## config.mk

```make
export PLATFORM = sky130hd
export DESIGN_NAME = ball_rx_unpacker
export DESIGN_NICKNAME = d
export VERILOG_FILES = /design/src/rtl/ball_rx_unpacker.sv
export SDC_FILE = /design/constraint.sdc
export NUM_CORES = 1
export LEC_CHECK = 0
export CAP_MARGIN = 20
export CORE_ASPECT_RATIO = 1.75
export CORE_MARGIN = 2
export CORE_UTILIZATION = 40
export CTS_CLUSTER_DIAMETER = 60
export DETAILED_ROUTE_END_ITERATION = 10
export GPL_TIMING_DRIVEN = 1
export PLACE_DENSITY = 0.69
export SYNTH_ARGS = -nofsm -noshare
export SYNTH_HDL_FRONTEND = slang
export SYNTH_SLANG_ARGS = --single-unit
```

## constraint.sdc

```tcl
create_clock -name clk -period 6.68 [get_ports clk]
set_input_delay 1.336 -clock clk [delete_from_list [all_inputs] [get_ports clk]]
set_output_delay 1.336 -clock clk [all_outputs]
set_load 0.02 [all_outputs]
```

## src/rtl/ball_rx_unpacker.sv

```systemverilog
// Receive-side unpacker for the ball hand-off link: detects a completed slave frame,
// lets the register bank settle, then captures, decodes and holds a launch request.
module ball_rx_unpacker #(
    parameter int Y_MAX       = 479,
    parameter int SETTLE_CYC  = 2,
    parameter int SPAWN_DELAY = 1000
) (
    input  logic       clk,
    input  logic       reset,
    input  logic       go_left,
    input  logic [7:0] i_y_pos0,
    input  logic [7:0] i_y_pos1,
    input  logic [7:0] i_y_vel,
    input  logic [7:0] i_gravity,
    input  logic [7:0] i_is_collusion,
    input  logic       ball_ack,
    output logic       ball_valid,
    output logic [9:0] ball_y,
    output logic [7:0] ball_vy,
    output logic [1:0] gravity_counter,
    output logic       is_collusion,
    output logic       responsing_i2c,
    output logic       overrun,
    output logic [7:0] rx_count
);

    typedef enum logic [2:0] {
        ST_IDLE   = 3'd0,
        ST_SETTLE = 3'd1,
        ST_CHECK  = 3'd2,
        ST_DELAY  = 3'd3,
        ST_PEND   = 3'd4
    } state_e;

    localparam logic [9:0]  Y_MAX_C     = 10'(Y_MAX);
    localparam logic [31:0] SETTLE_LOAD = 32'(SETTLE_CYC - 1);
    localparam logic [31:0] SPAWN_LOAD  = (SPAWN_DELAY > 0) ? 32'(SPAWN_DELAY - 1) : 32'd0;

    function automatic logic [9:0] clamp_row(input logic [9:0] raw);
        if (raw > Y_MAX_C) begin
            clamp_row = Y_MAX_C;
        end else begin
            clamp_row = raw;
        end
    endfunction

    state_e      state_q, state_d;
    logic        go_prev_q, go_prev_d;
    logic [31:0] cnt_q, cnt_d;
    logic [9:0]  cap_y_q, cap_y_d;
    logic [7:0]  cap_vy_q, cap_vy_d;
    logic [1:0]  cap_grav_q, cap_grav_d;
    logic        cap_col_q, cap_col_d;
    logic        ball_valid_q, ball_valid_d;
    logic [9:0]  ball_y_q, ball_y_d;
    logic [7:0]  ball_vy_q, ball_vy_d;
    logic [1:0]  grav_q, grav_d;
    logic        col_q, col_d;
    logic        resp_q, resp_d;
    logic        overrun_q, overrun_d;
    logic [7:0]  rx_count_q, rx_count_d;
    logic        rise_s;

    // Only the low bits of the upper slave registers carry information.
    logic unused_bits_s;
    assign unused_bits_s = ^{i_y_pos1[7:2], i_gravity[7:2], i_is_collusion[7:1]};

    // Next-state, capture, decode and status logic.
    always_comb begin
        state_d      = state_q;
        go_prev_d    = go_left;
        cnt_d        = cnt_q;
        cap_y_d      = cap_y_q;
        cap_vy_d     = cap_vy_q;
        cap_grav_d   = cap_grav_q;
        cap_col_d    = cap_col_q;
        ball_y_d     = ball_y_q;
        ball_vy_d    = ball_vy_q;
        grav_d       = grav_q;
        col_d        = col_q;
        overrun_d    = overrun_q;
        rx_count_d   = rx_count_q;
        rise_s       = go_left & ~go_prev_q;

        case (state_q)
            ST_IDLE: begin
                if (rise_s) begin
                    state_d = ST_SETTLE;
                    cnt_d   = SETTLE_LOAD;
                end else begin
                    state_d = ST_IDLE;
                end
            end
            ST_SETTLE: begin
                if (cnt_q == 32'd0) begin
                    state_d    = ST_CHECK;
                    cap_y_d    = {i_y_pos1[1:0], i_y_pos0};
                    cap_vy_d   = i_y_vel;
                    cap_grav_d = i_gravity[1:0];
                    cap_col_d  = i_is_collusion[0];
                    rx_count_d = rx_count_q + 8'd1;
                end else begin
                    cnt_d = cnt_q - 32'd1;
                end
            end
            ST_CHECK: begin
                ball_y_d  = clamp_row(cap_y_q);
                ball_vy_d = cap_vy_q;
                grav_d    = cap_grav_q;
                col_d     = cap_col_q;
                if (SPAWN_DELAY == 0) begin
                    state_d = ST_PEND;
                end else begin
                    state_d = ST_DELAY;
                    cnt_d   = SPAWN_LOAD;
                end
            end
            ST_DELAY: begin
                if (cnt_q == 32'd0) begin
                    state_d = ST_PEND;
                end else begin
                    cnt_d = cnt_q - 32'd1;
                end
            end
            ST_PEND: begin
                if (ball_ack) begin
                    state_d = ST_IDLE;
                end else begin
                    state_d = ST_PEND;
                end
            end
            default: begin
                state_d = ST_IDLE;
            end
        endcase

        // A frame landing while one is in flight is dropped but remembered.
        if (rise_s && (state_q != ST_IDLE)) begin
            overrun_d = 1'b1;
        end else begin
            overrun_d = overrun_q;
        end

        ball_valid_d = (state_d == ST_PEND);
        resp_d       = (state_d != ST_IDLE);
    end

    // State, capture and output registers.
    always_ff @(posedge clk or posedge reset) begin
        if (reset) begin
            state_q      <= ST_IDLE;
            go_prev_q    <= 1'b1;
            cnt_q        <= 32'd0;
            cap_y_q      <= 10'd0;
            cap_vy_q     <= 8'd0;
            cap_grav_q   <= 2'd0;
            cap_col_q    <= 1'b0;
            ball_valid_q <= 1'b0;
            ball_y_q     <= 10'd0;
            ball_vy_q    <= 8'd0;
            grav_q       <= 2'd0;
            col_q        <= 1'b0;
            resp_q       <= 1'b0;
            overrun_q    <= 1'b0;
            rx_count_q   <= 8'd0;
        end else begin
            state_q      <= state_d;
            go_prev_q    <= go_prev_d;
            cnt_q        <= cnt_d;
            cap_y_q      <= cap_y_d;
            cap_vy_q     <= cap_vy_d;
            cap_grav_q   <= cap_grav_d;
            cap_col_q    <= cap_col_d;
            ball_valid_q <= ball_valid_d;
            ball_y_q     <= ball_y_d;
            ball_vy_q    <= ball_vy_d;
            grav_q       <= grav_d;
            col_q        <= col_d;
            resp_q       <= resp_d;
            overrun_q    <= overrun_d;
            rx_count_q   <= rx_count_d;
        end
    end

    assign ball_valid      = ball_valid_q;
    assign ball_y          = ball_y_q;
    assign ball_vy         = ball_vy_q;
    assign gravity_counter = grav_q;
    assign is_collusion    = col_q;
    assign responsing_i2c  = resp_q;
    assign overrun         = overrun_q;
    assign rx_count        = rx_count_q;

endmodule
```

After elaboration in Yosys (flattened, before gate mapping)
Index checks and enable logic that the tools add are counted.
Widths: inputs -> output; s select.
Storage, ports and cells
  register bits: 89
  latch bits: 0
  RAM bits: 0
  ROM bits: 0
  output and inout port bits: 32
  word-level logic and storage cells: 45
  memories kept: 0
Cells by class
  add/subtract/negate cells: 2
  multipliers: 0
  divide/modulo/power cells: 0
  $lt $le $gt $ge: 1
  equality and inequality tests: 7
  shift-type cells: 0
  multiplexer cells: 9
  bitwise logic cells: 2
  reduce and logical (&&, ||, !) cells: 9
Operators with widths (count)
  $pmux 32 s3: 1
  $mux 32: 2
  $logic_not 32->1: 1
  $sub 32x1->32 const B: 1
  $pmux 3 s5: 1
  $gt 10x9->1 const B: 1
  $mux 10: 1
  $mux 3: 3
  $reduce_bool 3->1: 3
  $add 8x1->8 const B: 1
  $eq 3x2->1 const B: 2
  $eq 3x3->1 const B: 2
  $ne 2x2->1 const B: 2
  $eq 3x1->1 const B: 1
  $logic_not 3->1: 1
  $reduce_and 3->1: 1
  $reduce_and 2->1: 1
  $reduce_or 2->1: 1
  $and 1x1->1: 1
  $logic_and 1x1->1: 1
  $mux 1: 1
  $not 1->1: 1

Depth between registers and ports, before layout
Gate-level depths: netlist of run 1.
  depth in word-level cells: 5
  mapped depth: 10
  gate-level depth less buffers: 8

Least setup slack after synthesis of run 1
No wires, ideal clock.
  kind: input port to flip-flop
  from: input go_left
  to: register cnt_q[21]
  library setup time: 0.078 ns
  arrival time: 2.622 ns
  setup slack: 3.980 ns
  stages on the path: 6
  buffers on the path: 1
  cells stage by stage: nand2b_1 -> a21oi_1 -> clkbuf_1 -> nand3_1 -> or4b_1 -> a21oi_1
On the way
  cells in the longest elaborated chain, start to end: 3
Ends and longest elaborated chain
  start: declaration: RTL line 10  | input logic go_left,
  $and 1x1->1: RTL line 83  | rise_s = go_left & ~go_prev_q;
  $ne 2x2->1 (no line)
  $reduce_and 3->1 (no line)
  end signal: assignment: RTL line 169  | cnt_q <= cnt_d;
  end: declaration: RTL line 49  | logic [31:0] cnt_q, cnt_d;
No other way between the ends.
A chain may end at the register's enable or synchronous reset.

Worst setup path after layout of run 1
  from: register cnt_q[19]
  to: register cnt_q[21]
On the way
  cells in the longest elaborated chain, start to end: 3
  elaborated cells on any way between the ends: 6
  classes of those cells: add/sub: 1; eq/ne: 1; mux: 2; reduce/logical: 2
Ends and longest elaborated chain
  $sub 32x1->32 / $logic_not 32->1 (equally long branches)
  $mux 32 / $ne 2x2->1 (equally long branches)
  $pmux 32 s3 / $reduce_and 3->1 (equally long branches)
Parallel ways exist; a longest one is shown, timed or not. The select of a mux whose other input is x is not followed.

==> results of run 1 <==
==> flip-flops by register name (all words and copies together), names as in the netlist <==
name and flops:
cnt_q 32, ball_y 10, cap_y_q 10, ball_vy 8, cap_vy_q 8, rx_count 8
state_q 3, cap_grav_q 2, gravity_counter 2, ball_valid 1, cap_col_q 1, go_prev_q 1
is_collusion 1, overrun 1, responsing_i2c 1
==> area by class of cell <==
cell class	instances	area, um2
Fill cell	961	5152
Multi-Input combinational cell	330	1844
Clock buffer	9	225.2
Timing Repair Buffer	61	598.1
Tap cell	127	158.9
Inverter	8	31.28
Clock inverter	7	61.31
Sequential cell	89	2228
==> worst register-to-register path: stages (launching register included) <==
cell     delay [ps]
dfrtp_1         450
or4_4           600
nor4b_4         820
and4_1          970
or4b_1          240
a21oi_1          60
==> how the worst max path moves through the flow <==
stage	from	end	slack, ps	cells past startpoint
after floorplan	reset	ball_valid$_DFF_PP0_	3040	1
after global placement	go_left	cnt_q[22]$_DFFE_PP0P_	3190	7
after detailed placement	go_left	cnt_q[22]$_DFFE_PP0P_	3140	7
after CTS	cnt_q[19]$_DFFE_PP0P_	cnt_q[23]$_DFFE_PP0P_	3410	5
after global routing	cnt_q[19]$_DFFE_PP0P_	cnt_q[18]$_DFFE_PP0P_	3200	5
final	cnt_q[19]$_DFFE_PP0P_	cnt_q[21]$_DFFE_PP0P_	3390	5
==> cell usage in the layout, fill, tap and decap left out, types with 5 or more instances in the layout <==
| master | n |
|---|---|
| buf_4 | 5 |
| nand4_1 | 11 |
| or3_1 | 13 |
| nand2_1 | 117 |
| o31ai_1 | 8 |
| o22a_1 | 5 |
| nor3_1 | 14 |
| o21ai_0 | 31 |
| inv_1 | 7 |
| nand3_1 | 7 |
| a21oi_1 | 25 |
| nor2_1 | 18 |
| clkdlybuf4s50_1 | 56 |
| clkbuf_16 | 9 |
| and4_1 | 5 |
| or4_1 | 12 |
| dfrtp_1 | 88 |
| xnor2_1 | 5 |
| nand2b_1 | 6 |
==> cell usage after synthesis, types with 6 or more instances <==
cell type / number / area (um2)
a21oi_1: 25 / 125.1
nor2_1: 18 / 67.56
nand2b_1: 6 / 37.54
or3_1: 13 / 81.33
o21ai_0: 31 / 155.2
or4_1: 12 / 90.09
clkbuf_1: 20 / 75.07
o31ai_1: 8 / 60.06
nand2_1: 117 / 439.2
nor3_1: 14 / 70.07
dfrtp_1: 88 / 2202
nand4_1: 11 / 68.82
nand3_1: 7 / 35.03
inv_1: 8 / 30.03
==> power groups by stage <==
stage / clock network [mW] / registers, mW / logic [mW]
6_report: 0.494 / 0.831 / 0.542
4_1_cts: 0.501 / 0.828 / 0.546
3_5_place_dp: 0 / 0.837 / 0.542
2_1_floorplan: 0 / 0.823 / 0.387
5_1_grt: 0.525 / 0.855 / 0.608
3_3_place_gp: 0 / 0.827 / 0.520
==> kinds of logic (layout without fill, tap and decap cells) <==
family          Yosys count  in the layout  synth area share, %
simple gates            232            232                28.75
flops                    89             89                52.52
compound gates           86             86                12.00
buf+inv                  37             85                4.011
xor+xnor                  8              8                1.651
fa+ha+maj                 2              2               0.5897
mux                       2              2               0.4719
==> per-stage QoR <==
| step | util, % | instances | total power, mW | area [um2] | setup slack (ps) |
|---|---|---|---|---|---|
| 2_1_floorplan | - | 456 | 1.210 | 4243 | 3039 |
| 3_3_place_gp | 47.19 | 615 | 1.347 | 4861 | 3191 |
| 3_5_place_dp | 47.19 | 615 | 1.379 | 4861 | 3139 |
| 4_1_cts | 49.98 | 631 | 1.876 | 5147 | 3415 |
| 5_1_grt | 49.98 | 631 | 1.989 | 5147 | 3204 |
| 6_report | 49.98 | 631 | 1.867 | 5147 | 3391 |
==> routing by layer <==
| metal | vias up | wire, um |
|---|---|---|
| li1 | 1692 | - |
| met1 | 1692 | 3874 |
| met2 | 71 | 5583 |
| met3 | 22 | 403 |
| met4 | 0 | 253 |
| met5 | - | 0 |
==> flow_summary.yaml, run 1 <==
status:
  outcome: "completed"
cells_and_area:
  ratio_of_cells_with_drive_above_1_in_the_final_layout_pct: 6.349
  area_overhead_vs_synth_pct: 21.32
  final_net_count: 545
  num_antenna_cells: 0
pwr:
  p_clk_share_pct: 26.4
  power-per-cell-area_mw_per_mm2: 362.7
  irDropWorstVdd_v: 0.0002435
  seq_power_share_pct: 44.5
  p_switching_uw: 679.6
  swShare_pct: 36.40
  power.internal_mw: 1.187
  power_frac_comb_pct: 29.0
  total_leakage_power_nw: 2.246
synth:
  ys_ff_latch: 89
  syn-num-nets: 502
  avg_inst_size_synth_um2: 9.304
  synth-warning-count: 0
  synth_cell_type_count: 51
  synth_edf_count: 0
  mapped_area_mm2: 0.004243
  synthCells: 456
  synthFlopType: "dfrtp_1"
  yosysSeqAreaShare_pct: 52.52
  postSynth.asyncResetShare_pct: 100.0
global_routing:
  grt_use_total_pct: 19.64
  grt-ovfl-total: 0
  grtUsageMet2_pct: 33.50
  grt_most_used_layer: "met2"
  first_global_vias: 3641
  largest_net_degree_at_the_start_of_global_routing: 53
  grt.met1_usage_pct: 22.58
  grt_pass1_wl_um: 17550
  grt_util_met3_pct: 5.155
  grt_antenna_before_repair: 0
setup_path:
  r2r_end: "cnt_q[21]$_DFFE_PP0P_"
  critical_path_end_type: "flop"
  worstPathArrival_ps: 3480
  cp.buffers_inverters: 0
  critPathMaxFanout: 28
  worst_r2r_startpoint: "cnt_q[19]$_DFFE_PP0P_"
  required_time_at_the_endpoint_of_the_critical_path_ps: 6870
  path_cells: "or4_4 -> nor4b_4 -> and4_1 -> or4b_1 -> a21oi_1"
  setup_crit_start_kind: "flop"
  criticalPathCategory: "reg -> reg"
  crit_slowest_cell: "and4_1"
  r2r_slack_ps: 3390
  kind_of_cell_adding_the_most_delay_to_the_critical_path: "simple AND/OR/NAND/NOR gates"
  max_stage_delay_ps: 960
  timing.reg2reg.worst_path_depth: 5
routing:
  route.detailed.drc: 0
  routed_wire_length_per_instance_um: 16.03
  drt_iter0_drc: 164
  post_drt_via_cell_ratio: 5.510
  drt_wl_total_um: 10120
  drt.antenna.violating_nets: 0
  drt-pass1-iter-count: 4
  dr_vias: 3477
die:
  die_height_um: 140.2
  design.die.area_mm2: 0.01148
  floorplan.die.width_um: 81.86
  num_io_pins: 76
  fp.coreArea_mm2: 0.01030
  initial_utilization_pct: 41.19
  row_count: 49
job:
  maxCapViolations: 0
placement:
  final_estimated_routing_congestion_in_global_placement: 0.8152
  detailedPlacementHpwl_um: 7167
  buffer_ports.inserted: 56
worst_hold_path:
  hold_path_class: "reg -> reg"
  timing.hold.worst.start: "cap_vy_q[3]$_DFFE_PP0P_"
  min_to: "ball_vy[3]$_DFFE_PP0P_"
  hold_path_depth: 2
clock_tree:
  cts_hold_repair.buffers: 0
  clock_sink_count: 89
  clk_latency_ps: 340
  cts_buffers: 9
  worst_setup_hold_path_clk_slew_ps: 70
  post_cts_buffers: 0
  deepest_clock_path_buffer_count: 2
  clk_root_buffer_cell: "clkbuf_16"
  htreeDepth: 3
  tritoncts: "yes"
  post_cts_resize_count: 0
sta:
  worst_slew_margin_rel_pct: 36.09
  min_period_ps: 3289
  worst_slew_pin_slew_ps: 958.6
  timing.setup.tns_ps: 0
  finalCritPeriodShare_pct: 49.23
  timing_hold_violations_final: 0
  maxClockFrequency_ghz: 0.3041
  finClkSkew_ps: 4.665
  max_slew_vio_count: 0
  rsz0062_at_grt: "no"
  holdWs_ps: 463.3
  setup-violations-final: 0
(Power assumes the default switching activity.)
==> run 2, diff against run 1 <==
Clock period 6.68 ns to 3.1 ns, I/O delays scaled along.
==> flow_summary.yaml, run 2 (same netlist as run 1, synthesis figures left out) <==
status:
  outcome: "completed"
clock_tree:
  deepest_clock_path_buffer_count: 2
  post_cts_buffers: 0
  post_cts_resize_count: 0
  cts_hold_repair.buffers: 0
  htreeDepth: 3
  worst_setup_hold_path_clk_slew_ps: 70
  cts_buffers: 9
  tritoncts: "yes"
  clock_sink_count: 89
  clk_root_buffer_cell: "clkbuf_16"
  clk_latency_ps: 350
setup_path:
  setup_crit_start_kind: "flop"
  criticalPathCategory: "reg -> reg"
  critical_path_end_type: "flop"
  critPathMaxFanout: 11
  required_time_at_the_endpoint_of_the_critical_path_ps: 3360
  worstPathArrival_ps: 2780
sta:
  finalCritPeriodShare_pct: 81.27
  worst_slack_ps: 580.7
  holdWs_ps: 464.3
  worst_slew_pin_slew_ps: 863.3
  maxClockFrequency_ghz: 0.3969
  max_slew_vio_count: 0
  finClkSkew_ps: 10.84
  timing.setup.tns_ps: 0
  worst_slew_margin_rel_pct: 41.84
  min_period_ps: 2519
  setup-violations-final: 0
  timing_hold_violations_final: 0
  rsz0062_at_grt: "no"
cells_and_area:
  final_common_cell: "nand2_1"
  largest_register_ffs: 32
  final_net_count: 557
  area_overhead_vs_synth_pct: 23.33
  largest_register_by_flop_count: "cnt_q"
  num_antenna_cells: 0
  mostFrequentLayoutCells: "nand2_1 (117), dfrtp_1 (88), clkdlybuf4s50_1 (56)"
  n_fill_cell: 958
  ratio_of_cells_with_drive_above_1_in_the_final_layout_pct: 8.333
routing:
  routed_wire_length_per_instance_um: 16.03
  dr_vias: 3576
  drt-pass1-iter-count: 5
  drt_wl_total_um: 10310
  post_drt_via_cell_ratio: 5.561
  route.detailed.drc: 0
  drt.antenna.violating_nets: 0
  drt_iter0_drc: 201
worst_hold_path:
  hold_path_class: "reg -> reg"
global_routing:
  grt_use_total_pct: 19.69
  grt_pass1_wl_um: 17780
  grt-ovfl-total: 0
  grt_antenna_before_repair: 0
  largest_net_degree_at_the_start_of_global_routing: 32
  first_global_vias: 3703
die:
  floorplan.die.width_um: 81.86
  num_io_pins: 76
  initial_utilization_pct: 41.19
  die_height_um: 140.2
  row_count: 49
  design.die.area_mm2: 0.01148
  fp.coreArea_mm2: 0.01030
pwr:
  power_frac_comb_pct: 29.8
  p_clk_share_pct: 25.8
  irDropWorstVdd_v: 0.0004049
  seq_power_share_pct: 44.5
  p_switching_mw: 1.454
  total_leakage_power_nw: 2.296
  power-per-cell-area_mw_per_mm2: 768.6
  power.internal_mw: 2.568
  swShare_pct: 36.15
job:
  maxCapViolations: 0
placement:
  detailedPlacementHpwl_um: 7396
  final_estimated_routing_congestion_in_global_placement: 0.8113
  pre_cts_slack_ps: 338.2
  buffer_ports.inserted: 56
[run 2: cell types whose count changed in the layout (fill, tap and decap cells not counted), sizes merged]
cell,previous run,this run
clkinvlp,1,2
buf,5,17
inv,12,9
clkbuf,9,10
clkinv,2,3
[run 2: through the flow]
step / instance area, um2 / utilization [%] / instances / total power [mW]
floorplan: 4243 / - / 456 / 2.608
global placement: 4951 / 48.07 / 627 / 2.928
detailed placement: 4951 / 48.07 / 627 / 2.986
CTS: 5233 / 50.80 / 643 / 4.037
global route: 5233 / 50.80 / 643 / 4.288
finish: 5233 / 50.80 / 643 / 4.022
[run 2: layout make-up]
type	instances	area (um2)	area share [%]
clock buffer	10	229.0	4.376
inverter	8	31.28	0.5978
multi-input combinational	330	1844	35.25
sequential	89	2228	42.59
clock inverter	6	52.55	1.004
tap	127	158.9	3.037
timing repair buffer	73	688.2	13.15
[run 2: final timing paths]
kind                                            to               startpoint  depth (start not counted)  slack (ps)
hold / removal             cap_vy_q[3]$_DFFE_PP0P_  cap_vy_q[3]$_DFFE_PP0P_                          2         460
setup reg to reg             cnt_q[22]$_DFFE_PP0P_     cnt_q[0]$_DFFE_PP0P_                          7         580
max in group asynchronous   cap_y_q[0]$_DFFE_PP0P_                    reset                          3        1810
min in group asynchronous     state_q[0]$_DFF_PP0_                    reset                          2         630
setup / recovery             cnt_q[22]$_DFFE_PP0P_     cnt_q[0]$_DFFE_PP0P_                          7         580
hold reg to reg            cap_vy_q[3]$_DFFE_PP0P_  cap_vy_q[3]$_DFFE_PP0P_                          2         460
[run 2: power groups by stage]
stage	combinational (mW)	sequential (mW)	clock, mW
5_1_grt	1.34	1.84	1.10
3_3_place_gp	1.14	1.78	0
4_1_cts	1.20	1.78	1.05
2_1_floorplan	0.833	1.77	0
6_report	1.20	1.79	1.04
3_5_place_dp	1.18	1.80	0
[run 2: worst max-delay path, stage by stage, from the launching register on]
cell,delay [ps]
dfrtp_1,410
inv_1,90
ha_1,220
or4b_4,520
nor2_2,120
nand3_1,330
or4_1,600
a21oi_1,150
[run 2: routing by layer]
| metal | vias to the layer above | share of wire [%] | track usage (%) |
|---|---|---|---|
| met5 | - | 0 | 0 |
| met4 | 0 | 2.3 | 7.895 |
| met3 | 16 | 4.1 | 3.995 |
| met2 | 95 | 55 | 34.96 |
| met1 | 1753 | 39 | 22.35 |
| li1 | 1712 | - | - |
==> run 3, diff against run 2 <==
Clock period 3.1 ns to 2.39 ns, I/O delays scaled along.
==> flow_summary.yaml, run 3 (same netlist as run 1, synthesis figures left out) <==
setup_path:
  path_cells: "or4_4 -> nor4b_4 -> buf_4 -> buf_12 -> and4_2 -> clkbuf_16 -> or3_1 -> a21oi_1"
  critPathMaxFanout: 14
  required_time_at_the_endpoint_of_the_critical_path_ps: 2610
  crit_slowest_cell: "or4_4"
  setup_crit_start_kind: "flop"
  critical_path_end_type: "flop"
  criticalPathCategory: "reg -> reg"
  worstPathArrival_ps: 2560
  max_stage_delay_ps: 570
global_routing:
  grt_util_met3_pct: 4.704
  first_global_vias: 3774
  largest_net_degree_at_the_start_of_global_routing: 77
  grt_antenna_before_repair: 0
  grt_most_used_layer: "met2"
  grt-ovfl-total: 0
  grt_use_total_pct: 20.18
  grt_pass1_wl_um: 18150
  grt.met1_usage_pct: 23.50
  grtUsageMet2_pct: 35.00
worst_hold_path:
  hold_path_class: "in -> async"
cells_and_area:
  largest_register_ffs: 32
  ratio_of_cells_with_drive_above_1_in_the_final_layout_pct: 12.99
  n_fill_cell: 954
  final_net_count: 581
  mostFrequentLayoutCells: "nand2_1 (117), dfrtp_1 (87), clkdlybuf4s50_1 (56)"
  final_common_cell: "nand2_1"
  utilization_pct: 53.60
  area_overhead_vs_synth_pct: 30.11
  largest_register_by_flop_count: "cnt_q"
  num_antenna_cells: 0
  final-instance-count-excl-fill: 666
placement:
  final_estimated_routing_congestion_in_global_placement: 0.8342
  pre_cts_slack_ps: -49.47
  buffer_ports.inserted: 56
  detailedPlacementHpwl_um: 7356
  placed_instance_count: 644
die:
  initial_utilization_pct: 41.19
  floorplan.die.width_um: 81.86
  die_height_um: 140.2
  row_count: 49
  design.die.area_mm2: 0.01148
  fp.coreArea_mm2: 0.01030
  num_io_pins: 76
sta:
  timing.setup.tns_ps: 0
  max_slew_vio_count: 0
  timing_hold_violations_final: 0
  rsz0062_at_grt: "yes"
  worst_slew_pin_slew_ps: 654.0
  worst_slack_ps: 44.63
  finalCritPeriodShare_pct: 98.13
  finClkSkew_ps: 5.700
  setup-violations-final: 0
  min_period_ps: 2345
  worst_slew_margin_rel_pct: 56.30
  maxClockFrequency_ghz: 0.4264
clock_tree:
  cts_hold_repair.buffers: 0
  clk_root_buffer_cell: "clkbuf_16"
  clk_latency_ps: 340
  clock_sink_count: 89
  htreeDepth: 3
  deepest_clock_path_buffer_count: 2
  worst_setup_hold_path_clk_slew_ps: 60
  cts_buffers: 9
  tritoncts: "yes"
routing:
  drt-pass1-iter-count: 4
  drt_iter0_drc: 239
  route.detailed.drc: 0
  dr_vias: 3682
  drt_wl_total_um: 10700
  post_drt_via_cell_ratio: 5.529
  drt.antenna.violating_nets: 0
  routed_wire_length_per_instance_um: 16.06
pwr:
  power_total_mw: 5.535
  total_leakage_power_nw: 2.447
  irDropWorstVdd_v: 0.0005335
  power-per-cell-area_mw_per_mm2: 1003
status:
  outcome: "completed"
job:
  maxCapViolations: 0
==> run 3: stage by stage <==
step	hold slack (ps)	area (um2)
2_1_floorplan	438.6	4247
3_3_place_gp	449.9	5131
3_5_place_dp	454.4	5131
4_1_cts	442.4	5430
5_1_grt	476.1	5520
6_report	446.7	5520
==> run 3: worst max-delay path, delay by kind of cell, from the launching register on <==
kind	cells	cell delay [ps]
AND/OR/NAND/NOR	4	1250
buffers and inverters	3	490
flip-flops	1	420
AO/OA/AOI/OAI	1	60
==> run 3: final cells by class <==
class	count	area [um2]	share of cell area (%)
timing repair buffer	97	953.4	17.27
clock inverter	6	68.82	1.247
sequential	89	2230	40.39
inverter	8	33.78	0.6120
tap	127	158.9	2.879
multi-input combinational	330	1851	33.52
clock buffer	9	225.2	4.080
==> run 3: worst paths after layout <==
path                                         start  cells after the start                      end  slack, ps
max in group asynchronous                    reset                      3  rx_count[7]$_DFFE_PP0P_       1230
min in group clk           cap_vy_q[1]$_DFFE_PP0P_                      2   ball_vy[1]$_DFFE_PP0P_        470
setup reg to reg             cnt_q[20]$_DFFE_PP0P_                      8    cnt_q[11]$_DFFE_PP0P_         40
setup / recovery             cnt_q[20]$_DFFE_PP0P_                      8    cnt_q[11]$_DFFE_PP0P_         40
hold reg to reg            cap_vy_q[1]$_DFFE_PP0P_                      2   ball_vy[1]$_DFFE_PP0P_        470
hold / removal                               reset                      2    ball_y[4]$_DFFE_PP0P_        450
==> run 3: what timing repair did <==
item | CTS | global route
gates cloned | 0 | 2
endpoints found under the setup margin | 4 | 5
pin swaps | 1 | 3
gates resized for setup | 1 | 2
setup buffers | 0 | 5
==> run 3: layer usage <==
| layer | share of wire, % | up-vias | routed length, um |
|---|---|---|---|
| met3 | 4.0 | 23 | 429 |
| met1 | 38 | 1811 | 4094 |
| met2 | 55 | 87 | 5891 |
| li1 | - | 1761 | - |
| met4 | 2.7 | 0 | 284 |
| met5 | 0 | - | 0 |
==> run 3: power by group <==
group	internal [mW]	switching, mW	leakage, nW
Combinational	0.890	0.952	1.22
Clock	0.809	0.597	0.142
Sequential	1.93	0.358	1.08
